[src/rtl/vga_dither_pwm.sv]
// vga_dither_pwm: ordered PWM dither of an IW-bit {R,G,B} pixel down to OW bits
// with a two-stage pixel pipeline and matching delayed sync/de outputs.
// Define VGA_DITHER_FRAME_EN to add the per-frame counter (temporal dither in mode 3).
`timescale 1ns/1ps
module vga_dither_pwm #(
    parameter int unsigned IW = 8,
    parameter int unsigned OW = 6
) (
    input  logic              clk,
    input  logic              reset,
    input  logic              ce_pix,
    input  logic [1:0]        mode,
    input  logic              csync_en,
    input  logic              hsync,
    input  logic              vsync,
    input  logic              csync,
    input  logic              de,
    input  logic [3*IW-1:0]   din,
    output logic [3*OW-1:0]   dout,
    output logic              hs_out,
    output logic              vs_out,
    output logic              cs_out,
    output logic              de_out
);

    localparam int unsigned F = IW - OW;

    // Reject configurations with no fraction bits or a threshold wider than 4 bits
    if (IW <= OW || (IW - OW) > 4) begin : g_bad_width
        $error("vga_dither_pwm: IW-OW must be in the range 1..4");
    end

    // Counter / mode state
    logic [F-1:0] pcnt_q, pcnt_d;
    logic [F-1:0] lcnt_q, lcnt_d;
    logic [1:0]   amode_q, amode_d;
    logic         lsync_prev_q, vs_prev_q;
    logic [F-1:0] fcnt_c;

    // Stage 1: captured pixel, timing and threshold
    logic [3*IW-1:0] pix1_q;
    logic [F-1:0]    t1_q;
    logic            dith1_q, hs1_q, vs1_q, cs1_q, de1_q;

    // Stage 2: registered outputs
    logic [3*OW-1:0] dout_q;
    logic            hs2_q, vs2_q, cs2_q, de2_q;

    logic            lsync_c, lrise_c, vrise_c;
    logic [F-1:0]    t_c;
    logic [3*OW-1:0] dith_c;

    assign lsync_c = csync_en ? csync : hsync;
    assign lrise_c = lsync_c & ~lsync_prev_q;
    assign vrise_c = vsync & ~vs_prev_q;

    // Next-state for pixel/line counters and the frame-latched dither mode
    always_comb begin
        pcnt_d  = lsync_c ? '0 : pcnt_q + F'(1);
        lcnt_d  = lcnt_q;
        if (vsync) begin
            lcnt_d = '0;
        end else if (lrise_c) begin
            lcnt_d = lcnt_q + F'(1);
        end
        amode_d = vrise_c ? mode : amode_q;
    end

    // Counter and mode registers, advanced only on pixel enables
    always_ff @(posedge clk or posedge reset) begin
        if (reset) begin
            pcnt_q       <= '0;
            lcnt_q       <= '0;
            amode_q      <= 2'd0;
            lsync_prev_q <= 1'b0;
            vs_prev_q    <= 1'b0;
        end else if (ce_pix) begin
            pcnt_q       <= pcnt_d;
            lcnt_q       <= lcnt_d;
            amode_q      <= amode_d;
            lsync_prev_q <= lsync_c;
            vs_prev_q    <= vsync;
        end
    end

`ifdef VGA_DITHER_FRAME_EN
    logic [F-1:0] fcnt_q, fcnt_d;

    assign fcnt_d = vrise_c ? fcnt_q + F'(1) : fcnt_q;
    assign fcnt_c = fcnt_q;

    // Frame counter, stepped on each vsync rising edge
    always_ff @(posedge clk or posedge reset) begin
        if (reset) begin
            fcnt_q <= '0;
        end else if (ce_pix) begin
            fcnt_q <= fcnt_d;
        end
    end
`else
    assign fcnt_c = '0;
`endif

    // Ordered-dither threshold selected by the active mode (sums wrap modulo 2^F)
    always_comb begin
        t_c = '0;
        case (amode_q)
            2'd1:    t_c = pcnt_q;
            2'd2:    t_c = pcnt_q + lcnt_q;
            2'd3:    t_c = pcnt_q + lcnt_q + fcnt_c;
            default: t_c = '0;
        endcase
    end

    // Stage 1 capture; blanked pixels are zeroed here so stage 2 emits zero
    always_ff @(posedge clk or posedge reset) begin
        if (reset) begin
            pix1_q  <= '0;
            t1_q    <= '0;
            dith1_q <= 1'b0;
            hs1_q   <= 1'b0;
            vs1_q   <= 1'b0;
            cs1_q   <= 1'b0;
            de1_q   <= 1'b0;
        end else if (ce_pix) begin
            pix1_q  <= de ? din : '0;
            t1_q    <= t_c;
            dith1_q <= (amode_q != 2'd0);
            hs1_q   <= hsync;
            vs1_q   <= vsync;
            cs1_q   <= csync;
            de1_q   <= de;
        end
    end

    // Per-channel truncate-and-round-up with saturation at full scale
    for (genvar g = 0; g < 3; g++) begin : g_ch
        logic [IW-1:0] v_c;
        logic [OW-1:0] hi_c;
        logic [F-1:0]  lo_c;
        logic          inc_c;

        assign v_c   = pix1_q[g*IW +: IW];
        assign hi_c  = v_c[IW-1:F];
        assign lo_c  = v_c[F-1:0];
        assign inc_c = dith1_q && (t1_q < lo_c) && (hi_c != {OW{1'b1}});
        assign dith_c[g*OW +: OW] = hi_c + OW'(inc_c);
    end

    // Stage 2 output registers
    always_ff @(posedge clk or posedge reset) begin
        if (reset) begin
            dout_q <= '0;
            hs2_q  <= 1'b0;
            vs2_q  <= 1'b0;
            cs2_q  <= 1'b0;
            de2_q  <= 1'b0;
        end else if (ce_pix) begin
            dout_q <= dith_c;
            hs2_q  <= hs1_q;
            vs2_q  <= vs1_q;
            cs2_q  <= cs1_q;
            de2_q  <= de1_q;
        end
    end

    assign dout   = dout_q;
    assign hs_out = hs2_q;
    assign vs_out = vs2_q;
    assign cs_out = cs2_q;
    assign de_out = de2_q;

endmodule

[config.mk]
export PLATFORM = sky130hd
export DESIGN_NAME = vga_dither_pwm
export DESIGN_NICKNAME = d
export VERILOG_FILES = /design/src/rtl/vga_dither_pwm.sv
export SDC_FILE = /design/constraint.sdc
export NUM_CORES = 1
export LEC_CHECK = 0
export CORE_MARGIN = 2
export CORE_UTILIZATION = 51
export CTS_CLUSTER_DIAMETER = 80
export DETAILED_ROUTE_END_ITERATION = 10
export PLACE_DENSITY = 0.8
export SYNTH_ARGS = -nofsm -noshare
export SYNTH_HDL_FRONTEND = slang
export SYNTH_SLANG_ARGS = --single-unit
export TNS_END_PERCENT = 5
[constraint.sdc]
create_clock -name clk -period 2.7 [get_ports clk]
set_input_delay 0.27 -clock clk [delete_from_list [all_inputs] [get_ports clk]]
set_output_delay 0.27 -clock clk [all_outputs]
set_load 0.1 [all_outputs]
==> results.py <==
metrics = {
    "clocking": {
        "htreeDepth": 3,
        "ctsHoldBuffers": 0,
        "clk_path_buf_depth": 2,
        "post_cts_buffers": 0,
        "clock_latency_ns": 0.34,
        "clockRootBuffer": "clkbuf_8",
        "post_cts_resized": 0,
        "numCtsBuffers": 9,
        "cts.reportedPaths.clkPinSlew_ns": 0.06,
        "cts_tree": "yes",
        "cts.sinks": 60,
    },
    "floorplan": {
        "die_width_um": 76.41,
        "die_h_um": 76.41,
        "start_util": 0.5269,
        "dieArea_um2": 5838,
        "fp-row-count": 26,
        "num_io_pins": 56,
        "coreArea_um2": 5075,
    },
    "final_layout": {
        "final_common_cell": "dfrtp_1",
        "nFillCells": 423,
        "syn2layout_area_growth_pct": 27.98,
        "mostFrequentLayoutCells": "dfrtp_1, clkdlybuf4s50_1, buf_4",
        "final_area_um2": 3422,
        "n_antenna_cell": 0,
        "drive_gt1_frac": 0.1774,
        "nNetsFinal": 349,
    },
    "logic_synthesis": {
        "syn_inst": 246,
        "ys.warnings.count": 0,
        "yosys_register_bits": 60,
        "syn-cell-area_um2": 2674,
        "synth_seq_area_share": 0.5615,
        "avgSynthCellArea_um2": 10.87,
        "post_synth_num_cell_types": 35,
        "syn_nets": 290,
        "synth_async_sr_flop_share": 1.000,
        "synth-edff-count": 0,
        "synth-main-ff-cell": "dfrtp_1",
    },
    "global_routing": {
        "grt_usage": 0.1957,
        "grt_max_degree": 33,
        "gr-total-overflow": 0,
        "grt_pass1_vias": 1924,
        "antenna_found_initial": 0,
        "grt_pass1_wl_um": 8838,
    },
    "power_and_ir_drop": {
        "comb_power_share": 0.325,
        "switchingPower_mw": 1.050,
        "ir_drop_uv": 578.3,
        "p_clk_frac": 0.268,
        "leakagePower_nw": 1.549,
        "p_seq_frac": 0.407,
        "power_density_nw_per_um2": 804.6,
        "internal-power_mw": 1.703,
        "swShare": 0.3815,
    },
    "setup_path": {
        "cp.buffers_inverters": 0,
        "rr_startpoint": "t1_q[1]$_DFFE_PP0P_",
        "worstSetupPathDepth": 6,
        "end_kind": "flip-flop",
        "crit_chain": "ha_1, a2111oi_0, ha_1, nand3_1, or3_1, a31oi_1",
        "cpPeakStageDelay_ns": 0.41,
        "worstPathArrival_ns": 2.31,
        "crit_top_cell": "ha_1",
        "worstSetupStartpoint": "t1_q[1]$_DFFE_PP0P_",
        "cpMaxStageDelayCell": "dfrtp_1",
        "path_delay_family": "compound AO/OA/AOI/OAI gates",
        "crit_type": "reg -> reg",
        "r2r.worst_path.cells": 6,
        "worst-path-max-fanout": 4,
        "cp-start-kind": "flip-flop",
        "cp.required_ns": 2.96,
    },
    "route": {
        "drtIter0Drc": 94,
        "drcViolationCount": 0,
        "drt-total-wl_um": 5113,
        "routedWlPerCell_um": 13.46,
        "detail_route.first_pass.iterations": 4,
        "ant_nets": 0,
        "vias_per_cell": 5.126,
        "num_vias": 1948,
    },
    "sta": {
        "maxSlewHeadroom": 0.5619,
        "fin_setup_tns_ns": 0,
        "fin_skew_ns": 0.007799,
        "finalHoldViolCount": 0,
        "fmax_ghz": 0.4864,
        "rsz0062_at_grt": "no",
        "slew_violations": 0,
        "fin_crit_sh": 0.7615,
        "worst_pin_slew_ns": 0.6562,
        "min_period_ns": 2.056,
        "setup_viol": 0,
    },
    "job": {
        "maxCapViolations": 0,
    },
    "hold_path": {
        "hp-start": "ce_pix",
        "hp-class": "in -> reg",
        "min_path_cells": 2,
    },
    "placement": {
        "placed_area_um2": 3241,
        "portBuffers": 55,
        "place_hpwl_um": 3560,
        "routabilityCongestion": 0.8154,
    },
    "run_status": {
        "status": "finished clean",
    },
}
-- worst paths after layout --
path / endpoint / slack [ns]
worst max-delay path: dout[17]$_DFFE_PP0P_ / 0.64
worst min-delay path: lsync_prev_q$_DFFE_PP0P_ / 0.23
worst max register to register: dout[17]$_DFFE_PP0P_ / 0.64
worst min register to register: de1_q$_DFFE_PP0P_ / 0.49
max in group asynchronous: dout[3]$_DFFE_PP0P_ / 1.76
min in group asynchronous: pix1_q[22]$_DFFE_PP0P_ / 0.35
-- stage by stage --
step / hold slack, ns / utilization / power [mW] / std cells / setup WS [ns]
after floorplan: 0.3868 / - / 1.803 / 246 / 0.7764
after CTS: 0.2143 / 0.6743 / 2.783 / 380 / 0.6260
after global routing: 0.2229 / 0.6743 / 2.887 / 380 / 0.5034
after detailed placement: 0.4831 / 0.6386 / 2.039 / 364 / 0.6533
after global placement: 0.4565 / 0.6386 / 2.020 / 364 / 0.6801
final: 0.2279 / 0.6743 / 2.753 / 380 / 0.6440
-- cells by family after synthesis --
kind of cell,synth area share
compound gates,0.1413
buf+inv,0.04820
simple gates,0.1039
xor+xnor,0.03603
flops,0.5615
fa+ha+maj,0.04679
mux,0.06224
-- routing by layer --
metal / routed length [um] / vias up / share of wire / track usage
li1: - / 976 / - / -
met1: 2396 / 913 / 0.47 / 0.2563
met2: 2357 / 49 / 0.46 / 0.2929
met3: 232 / 10 / 0.045 / 0.05332
met4: 127 / 0 / 0.025 / 0.1145
met5: 0 / - / 0 / 0
-- synth_stat cells (2+ instances only) --
cell type / instances / area [um^2]
a21oi_1: 13 / 65.06
a22o_1: 12 / 105.1
a31oi_1: 4 / 25.02
and2_1: 2 / 12.51
buf_2: 4 / 20.02
clkbuf_1: 5 / 18.77
dfrtp_1: 60 / 1501
ha_1: 10 / 125.1
inv_1: 19 / 71.32
mux2_2: 13 / 146.4
mux2i_1: 2 / 20.02
nand2_1: 16 / 60.06
nand2b_1: 2 / 12.51
nand3_1: 7 / 35.03
nand4_1: 4 / 25.02
nor2_1: 22 / 82.58
o21ai_0: 21 / 105.1
o311a_1: 2 / 20.02
or3_1: 3 / 18.77
xnor2_1: 7 / 61.31
xor2_1: 4 / 35.03
-- registers in the layout, indices dropped and copies added, names as in the netlist, 2 cells and up --
register / cells
dout: 18
pcnt_q: 2
pix1_q: 24
t1_q: 2
amode_q: 2
lcnt_q: 2
-- power by group through the flow --
stage               registers [mW]  clock network, mW  logic (mW)
finish                        1.12              0.738       0.894
CTS                           1.12              0.758       0.903
floorplan                     1.55                  0       0.252
global placement              1.13                  0       0.888
detailed placement            1.14                  0       0.901
global route                  1.14              0.796       0.952
-- area by class of cell --
type / count / area (um^2) / share of cell area
Sequential cell: 60 / 1501 / 0.4388
Multi-Input combinational cell: 155 / 1044 / 0.3049
Timing Repair Buffer: 59 / 533.0 / 0.1558
Clock buffer: 15 / 176.4 / 0.05155
Tap cell: 70 / 87.58 / 0.02559
Inverter: 20 / 75.07 / 0.02194
Clock inverter: 1 / 5.005 / 0.001463
(Power assumes the default switching activity.)
